$ cat src/rtl/gbuff_arbiter.sv
// gbuff_arbiter: round-robin arbiter sharing one single-port, write-first
// global buffer between the systolic datapath (requester 0) and the
// PS/loader (requester 1). Read data returns one cycle after acceptance and
// is steered to the requester that issued the read.
// Optional macro GBUFF_ARB_LOCK_EN adds a lock FSM that lets requester 1
// hold the buffer for a burst while req1_lock_i stays high.
`ifndef ADDR_WIDTH
`define ADDR_WIDTH 10
`endif
`ifndef WORD_WIDTH
`define WORD_WIDTH 32
`endif

module gbuff_arbiter #(
  parameter int AW = `ADDR_WIDTH,
  parameter int DW = `WORD_WIDTH
) (
  input  logic          clk_i,
  input  logic          rst_i,
  input  logic          req0_valid_i,
  output logic          req0_ready_o,
  input  logic          req0_we_i,
  input  logic [AW-1:0] req0_addr_i,
  input  logic [DW-1:0] req0_wdata_i,
  output logic          rsp0_valid_o,
  output logic [DW-1:0] rsp0_rdata_o,
  input  logic          req1_valid_i,
  output logic          req1_ready_o,
  input  logic          req1_we_i,
  input  logic [AW-1:0] req1_addr_i,
  input  logic [DW-1:0] req1_wdata_i,
  output logic          rsp1_valid_o,
  output logic [DW-1:0] rsp1_rdata_o,
  input  logic          req1_lock_i,
  output logic          gb_en_o,
  output logic          gb_we_o,
  output logic [AW-1:0] gb_addr_o,
  output logic [DW-1:0] gb_wdata_o,
  input  logic [DW-1:0] gb_rdata_i,
  output logic          busy_o
);

  logic last_grant;
  logic gnt0;
  logic gnt1;
  logic xfer;
  logic lock_act;
  logic rsp_pend_p1;
  logic rsp_id_p1;

`ifdef GBUFF_ARB_LOCK_EN
  typedef enum logic {IDLE, LOCKED} lock_state_t;
  lock_state_t lock_state;
  lock_state_t lock_state_nxt;

  // Lock only holds while requester 1 keeps req1_lock_i high; dropping it
  // releases the buffer in the same cycle.
  assign lock_act = (lock_state == LOCKED) && req1_lock_i;

  // Lock state register
  always_ff @(posedge clk_i) begin
    if (rst_i) lock_state <= IDLE;
    else       lock_state <= lock_state_nxt;
  end

  // Lock next-state: enter on a locked req1 transfer, leave when lock drops
  always_comb begin
    lock_state_nxt = lock_state;
    case (lock_state)
      IDLE:    if (gnt1 && req1_lock_i) lock_state_nxt = LOCKED;
      LOCKED:  if (!req1_lock_i)        lock_state_nxt = IDLE;
      default: lock_state_nxt = IDLE;
    endcase
  end
`else
  logic unused_lock;
  assign unused_lock = req1_lock_i;
  assign lock_act    = 1'b0;
`endif

  // Grant: round-robin on conflict, favouring the requester not served last
  always_comb begin
    gnt0 = 1'b0;
    gnt1 = 1'b0;
    if (!rst_i) begin
      if (lock_act) begin
        gnt1 = req1_valid_i;
      end else if (req0_valid_i && req1_valid_i) begin
        gnt0 = last_grant;
        gnt1 = !last_grant;
      end else begin
        gnt0 = req0_valid_i;
        gnt1 = req1_valid_i;
      end
    end
  end

  assign req0_ready_o = gnt0;
  assign req1_ready_o = gnt1;
  assign xfer         = gnt0 | gnt1;

  // Buffer pins follow the granted requester; requester 0 fields when idle
  assign gb_en_o    = xfer;
  assign gb_we_o    = gnt1 ? req1_we_i : (gnt0 & req0_we_i);
  assign gb_addr_o  = gnt1 ? req1_addr_i  : req0_addr_i;
  assign gb_wdata_o = gnt1 ? req1_wdata_i : req0_wdata_i;

  // Remember who was served; reset value 1 lets requester 0 win first
  always_ff @(posedge clk_i) begin
    if (rst_i)     last_grant <= 1'b1;
    else if (xfer) last_grant <= gnt1;
  end

  // ---- stage p0 -> p1: read accepted, buffer data returns next cycle ----
  always_ff @(posedge clk_i) begin
    if (rst_i) begin
      rsp_pend_p1 <= 1'b0;
      rsp_id_p1   <= 1'b0;
    end else begin
      rsp_pend_p1 <= xfer && !gb_we_o;
      rsp_id_p1   <= xfer && !gb_we_o && gnt1;
    end
  end

  // A response pending when reset rises is dropped, not delivered.
  assign rsp0_valid_o = rsp_pend_p1 && !rsp_id_p1 && !rst_i;
  assign rsp1_valid_o = rsp_pend_p1 &&  rsp_id_p1 && !rst_i;
  assign rsp0_rdata_o = rsp0_valid_o ? gb_rdata_i : '0;
  assign rsp1_rdata_o = rsp1_valid_o ? gb_rdata_i : '0;
  assign busy_o       = rsp_pend_p1;

endmodule
$ cat config.mk
export PLATFORM = sky130hd
export DESIGN_NAME = gbuff_arbiter
export DESIGN_NICKNAME = d
export VERILOG_FILES = /design/src/rtl/gbuff_arbiter.sv
export SDC_FILE = /design/constraint.sdc
export NUM_CORES = 1
export LEC_CHECK = 0
export BUFFER_PORTS_ARGS = -buffer_cell sky130_fd_sc_hd__buf_4
export CAP_MARGIN = 20
export CORE_AREA = 8 8 85 87
export CTS_CLUSTER_SIZE = 30
export DETAILED_ROUTE_END_ITERATION = 8
export DIE_AREA = 0 0 93 95
export GPL_TIMING_DRIVEN = 0
export HOLD_SLACK_MARGIN = 0.05
export PLACE_DENSITY = 0.69
export REMOVE_ABC_BUFFERS = 1
export SETUP_SLACK_MARGIN = 0.1
export SYNTH_ARGS = -nofsm -noshare
export SYNTH_HDL_FRONTEND = slang
export SYNTH_SLANG_ARGS = --single-unit
$ cat constraint.sdc
create_clock -name clk_i -period 3.5 [get_ports clk_i]
set_clock_uncertainty 0.05 [all_clocks]
set_input_delay 0.35 -clock clk_i [delete_from_list [all_inputs] [get_ports clk_i]]
set_output_delay 0.35 -clock clk_i [all_outputs]
set_load 0.01 [all_outputs]
==> summary.md, run 1 <==
| Metric | Value |
|---|---|
| Outcome | complete, no violations |
| Post-Synth Simple-Gate Area | 38.6% |
| Post-DRT Antenna Nets | 0 |
| Final Hold Fails | 0 |
| Die height | 95 um |
| Proportion of synthesized area in mux cells | 45.0% |
| Mapped Avg Cell Area | 7.86 sq um |
| Routability cong. | 0.838 |
| Drt pass-1 iters | 4 |
| Pleak | 1.72 nW |
| Critical Path Start Type | register |
| Share of cells above drive strength 1 | 70.9% |
| RSZ-0062 raised after global routing | no |
| CTS clk-pin slew, worst paths | 0.03 ns |
| Crit share post-route | 70.7% |
| F_max | 404 MHz |
| Setup Total Neg Slack | 0 ns |
| HP Class | input pin to register |
| CP max FO | 44 |
| Distinct cells, synth | 18 |
| Cts bufs inserted | 3 |
| Worst Tran Pin Value | 0.991 ns |
| CTS tree | yes |
| Tmin final | 2.47 ns |
| Total GRT Usage | 17.7% |
| Clock sinks | 3 |
| Combinational family with the most area after synthesis | multiplexers |
| Die ar. | 0.00884 sq mm |
| Setup violators final | 0 |
| Worst EP required | 3.10 ns |
| Die width | 93 um |
| N_diodes | 0 |
| Io pins | 236 |
| CORE AREA | 0.00582 sq mm |
| Area leader, netlist | mux2_4 |
| Largest net degree at the start of global routing | 45 |
| Synth top area share | 41.7% |
| Final #Nets | 523 |
| Hold_buf cts | 0 |
| Buffers added on ports | 234 |
| Arrival time at the worst endpoint | 2.07 ns |
| Root buf cell | clkbuf_8 |
| Wire length per cell | 17.9 um |
| Vias per Instance | 4.36 |
| Rows | 28 |
| Number of global-route vias before repair | 2,173 |
| Cell total after placement | 470 |
| Post-CTS Resized | 0 |
| Max cap viols | 0 |
| Post-synthesis sequential area ratio | 4.39% |
| Detailed placer's ending HPWL | 7550 um |
| Cells after Synth | 174 |
| Starting Density | 23.5% |
| Mapped cell area | 0.00137 sq mm |
| Overflow after GRT | 0 |
| Area contributors post-synth | mux2_4, nor2_1, nand2b_1, buf_12, dfxtp_1 |
| Slew Viols, Final | 0 |
| Post-Synth XOR/XNOR Area | 0% |
| Compound-cell area share of the yosys netlist | 3.11% |
| Synthesis-to-layout area growth | 131% |
| Worst skew pair latency | 0.21 ns |
| Crit path capture type | primary output |
| #FFs+latches synth | 3 |
| Setup Fix Bufs, Post-CTS | 0 |
| Pwr Density | 153 mW/mm^2 |
| Max_slew headroom | 33.8% |
| Non-Filler Instances | 474 |
| Initial antenna violation count | 0 |
| Iter 0 DRT Violations | 40 |
| First-pass GRT wire length | 12,200 um |
| Vias | 2,066 |
| # DRC | 0 |
| Clk buf depth | 2 |
| CTS H-Tree Depth | 1 |
| Worst IR Drop VDD | 0.000132 V |
| Post-Synth Adder-Cell Area | 0% |
| Synth warn | 0 |
| CP Class | register to primary output |
| Drt total wl | 8470 um |
synthesized netlist by cell type, drive strengths merged:
cell and count:
clkbuf 10, buf 4, o2bb2ai 1, inv 1, nor3 2, o21bai 1, and3b 1, o21ai 2
nand2 3, dfxtp 3, nor3b 2, a21bo 1, nand2b 34, mux2 42, or2 1, nor2 66
cell type report:
cell class	count	area, sq um
fill	565	2660
inverter	1	3.75
tap	75	93.8
timing repair buffer	235	1770
sequential	3	60.1
multi-input combinational	156	1190
clock buffer	4	45.0
layer usage:
layer | vias up | track usage (%) | wire (um)
li1 | 1016 | - | -
met1 | 892 | 14.7 | 2530
met2 | 148 | 31.8 | 4170
met3 | 10 | 14.0 | 1580
met4 | 0 | 5.10 | 195
met5 | - | 0 | 0
worst max-delay path, cell delays in order (launching register included):
cell and delay (ns):
dfxtp_1 0.33, a21bo_4 0.24, nor2_8 0.71, mux2_2 0.41, buf_4 0.14
report_power, final:
group          internal (mW)  switching (mW)  leakage, nW  total, mW
sequential            0.0365         0.00233       0.0248     0.0389
clock                 0.0775          0.0213       0.0228     0.0988
combinational          0.219           0.126         1.67      0.346
total                  0.333           0.150         1.72      0.483
kinds of logic (layout without fill, tap and decap cells):
logic type	count (synthesis)	after routing
flip-flops	3	3
buffers and inverters	15	240
AO/OA/AOI/OAI	5	5
multiplexers	42	42
AND/OR/NAND/NOR	109	109
registers in the layout, indices dropped and copies added, names as in the netlist:
| signal | flops |
|---|---|
| rsp_id_p1 | 1 |
| last_grant | 1 |
| busy_o | 1 |
cells in the final DEF (no fill, tap or decap), drive strengths merged:
master and count:
a21bo 1, buf 235, nand2 3, clkbuf 4
nor3b 2, mux2 42, inv 1, nand2b 34
dfxtp 3, or2 1, nor2 66, o2bb2ai 1
and3b 1, o21ai 2, o21bai 1, nor3 2
through the flow:
stage                     area (sq um)  total power [mW]  hold WS (ns)  util, %  setup WS [ns]
final                             3160             0.483         0.273     54.3           1.03
after global routing              3160             0.518         0.277     54.3          0.930
after CTS                         3160             0.491         0.267     54.3           1.01
after detailed placement          3120             0.389         0.489     53.6           1.09
after global placement            3100             0.382         0.471     53.3           1.10
after floorplan                   1250             0.179         0.385        -           1.46
worst paths after layout:
check	startpoint	end	slack [ns]	depth (start not counted)
max	last_grant	gb_addr_o[1]	1.03	4
min	req1_we_i	rsp_id_p1	0.27	2
max reg2reg	last_grant	busy_o	2.48	3
min reg2reg	last_grant	last_grant	0.49	3
(Power assumes the default switching activity.)
==> run 2, diff against run 1 <==
Settings changed: ABC_AREA set to 1, CORE_AREA 8 8 85 87 to 8 8 86 88, DIE_AREA 0 0 93 95 to 0 0 94 96, PLACE_DENSITY 0.69 to 0.63.
Clock period 3.5 ns to 2.4 ns, I/O delays scaled along.
==> summary.md, run 2 <==
| Metric | Value |
|---|---|
| Outcome | complete, no violations |
| Crit path capture type | primary output |
| Cell total after placement | 560 (+19%) |
| First-pass GRT wire length | 11,700 um (-4.1%) |
| Wire length per cell | 14.4 um (-19%) |
| Non-Filler Instances | 564 (+19%) |
| Synth Flop Type | dfxtp_1 |
| Register area | 60.1 sq um (unchanged) |
| Synth cell count leaders | nand2_1, nor2_1, inv_1, buf_2, buf_6 |
| Tmin final | 2.04 ns |
| Largest net degree at the start of global routing | 45 (unchanged) |
| Hold_buf cts | 0 (unchanged) |
| Critical Path Start Type | register |
| Cts bufs inserted | 3 (unchanged) |
| Flop pwr share | 8.2% (+0.2 points) |
| Mapped Avg Cell Area | 4.21 sq um (-46%) |
| Hold EP | rsp_id_p1 |
| Vias per Instance | 3.97 (-8.9%) |
| Arrival time at the worst endpoint | 1.75 ns (-0.32 ns) |
| Post-CTS Resized | 0 (unchanged) |
| Clock sinks | 3 (unchanged) |
| Worst skew pair latency | 0.22 ns (about the same) |
| Post-synthesis sequential area ratio | 5.44% (+1.1 points) |
| Max cap viols | 0 (unchanged) |
| CORE AREA | 0.00610 sq mm (+4.8%) |
| Synth warn | 0 (unchanged) |
| WHS Path Cells | 2 (unchanged) |
| Distinct cells, synth | 14 (-4) |
| Finished layout cell area | 0.00293 sq mm (-7.4%) |
| Buffers added on ports | 234 (unchanged) |
| Logic pwr share | 70.0% (-1.5 points) |
| Synthesis-to-layout area growth | 165% |
| CTS tree | yes |
| Area of the multi-input gates | 796 sq um (-33%) |
| Drt total wl | 8130 um (-4.0%) |
| Die ar. | 0.00902 sq mm (+2.1%) |
| Vias | 2,239 (+8.4%) |
| Worst IR Drop VDD | 0.000169 V (+28%) |
| Most common cell after layout, fill and taps aside | buf_4 |
| Register-to-Register Path Depth | 3 (unchanged) |
| Root buf cell | clkbuf_8 |
| #FFs+latches synth | 3 (unchanged) |
| Detailed placer's ending HPWL | 7060 um (-6.4%) |
| Final worst slack | 0.365 ns (-0.661 ns) |
| Synth top area share | 44.2% (+2.5 points) |
| Post-DRT Antenna Nets | 0 (unchanged) |
| FF-to-FF End | rsp_id_p1 |
| Slew Viols, Final | 0 (unchanged) |
| Pwr Density | 231 mW/mm^2 (+51%) |
| Share of cells above drive strength 1 | 49.5% (-21 points) |
| Number of enable flip-flop cells after synthesis | 0 (unchanged) |
| Worst slack, placed | 0.363 ns (-0.724 ns) |
| Setup Fix Bufs, Post-CTS | 0 (unchanged) |
| Switching Fraction | 35.8% (+4.7 points) |
| Overflow after GRT | 0 (unchanged) |
| Max_slew headroom | 29.9% (-3.8 points) |
| Hold wc startpoint | req1_we_i |
| Fill count | 666 (+18%) |
| DP Area | 0.00288 sq mm (-7.7%) |
| Pleak | 1.98 nW (+15%) |
| Final Hold Fails | 0 (unchanged) |
| Crit. Startpoint | last_grant |
| Die width | 94 um (+1.1%) |
| Total GRT Usage | 16.2% (-1.5 points) |
| Drt pass-1 iters | 4 (unchanged) |
| Area contributors post-synth | nand2_1, nor2_1, inv_1, dfxtp_1, buf_2 |
| FFs w/ async S/R, synth | 0% (unchanged) |
| Setup violators final | 0 (unchanged) |
| Worst EP required | 2.11 ns (-0.99 ns) |
| Psw | 242 uW (+61%) |
| Initial antenna violation count | 0 (unchanged) |
| N_diodes | 0 (unchanged) |
| Die height | 96 um (+1.1%) |
| Cell Int Power | 433 uW (+30%) |
| Number of global-route vias before repair | 2,226 (+2.4%) |
| F_max | 491 MHz |
| Iter 0 DRT Violations | 30 (-25%) |
| Crit share post-route | 84.8% |
| Reg2Reg Setup Slack | 1.25 ns (-1.23 ns) |
| Mapped cell area | 0.00110 sq mm (-19%) |
| RSZ-0062 raised after global routing | no |
| Most frequent cells in the layout | buf_4, nand2_1, nor2_1 |
| Most numerous cell in the Yosys netlist | nand2_1 |
| Io pins | 236 (unchanged) |
| # DRC | 0 (unchanged) |
| Routability cong. | 0.798 (-4.8%) |
| HP Class | input pin to register |
| Final #Nets | 611 (+17%) |
| Setup Total Neg Slack | 0 ns (unchanged) |
| Clk buf depth | 2 (unchanged) |
| Cells after Synth | 262 (+51%) |
| Worst reg2reg path startpoint | last_grant |
| Worst Tran Pin Value | 1.05 ns (+0.0574 ns) |
| Power consumption | 675 uW (+40%) |
| Starting Density | 18.1% (-5.4 points) |
| CTS H-Tree Depth | 1 (unchanged) |
| Rows | 29 (+3.6%) |
| CTS clk-pin slew, worst paths | 0.03 ns (about the same) |
| CP Class | register to primary output |
| Clock share of power | 21.8% (+1.4 points) |
| CP max FO | 44 (unchanged) |
| Area leader, netlist | nand2_1 |
run 2: power groups by stage:
stage	registers (mW)	clock network [mW]	logic, mW
after floorplan	0.0565	0	0.160
after global placement	0.0560	0	0.474
after detailed placement	0.0562	0	0.477
after CTS	0.0555	0.152	0.479
after global routing	0.0560	0.157	0.523
final	0.0555	0.147	0.473
run 2: logic make-up after synthesis:
| family | count (synthesis) | synth area share, % |
|---|---|---|
| AND/OR/NAND/NOR | 203 | 71.0 |
| flip-flops | 3 | 5.44 |
| AO/OA/AOI/OAI | 2 | 1.13 |
| buffers and inverters | 54 | 22.4 |
run 2: worst max-delay path, stage by stage (launching register included):
cell and delay [ns]:
dfxtp_1 0.30, nand2_1 0.11, nand3_4 0.41, inv_8 0.38, nand2_1 0.10, nand2_1 0.08, buf_4 0.12
run 2: area by class of cell:
type	count	area share [%]
Inverter	40	5.39
Timing Repair Buffer	235	60.5
Sequential cell	3	2.05
Multi-Input combinational cell	205	27.2
Clock buffer	4	1.54
Tap cell	77	3.29
run 2: how the worst max path moves through the flow:
stage | end | slack, ns | cells past startpoint
after floorplan | rsp1_rdata_o[0] | 0.76 | 2
after global placement | rsp1_rdata_o[28] | 0.29 | 5
after detailed placement | gb_addr_o[0] | 0.36 | 7
after CTS | gb_addr_o[0] | 0.21 | 6
after global routing | rsp0_rdata_o[9] | 0.13 | 5
final | gb_addr_o[0] | 0.36 | 6
run 2: metrics by stage:
step	utilization, %	hold WS, ns
after global placement	46.9	0.364
after detailed placement	47.2	0.364
after CTS	47.9	0.139
final	48.0	0.142
after global routing	48.0	0.138
after floorplan	-	0.262
run 2: routing by layer:
| metal | global-route usage, % | routed length [um] | vias to the layer above |
|---|---|---|---|
| li1 | - | - | 1190 |
| met1 | 15.7 | 2830 | 905 |
| met2 | 28.5 | 3840 | 142 |
| met3 | 12.1 | 1440 | 2 |
| met4 | 0.793 | 24 | 0 |
| met5 | 0 | 0 | - |
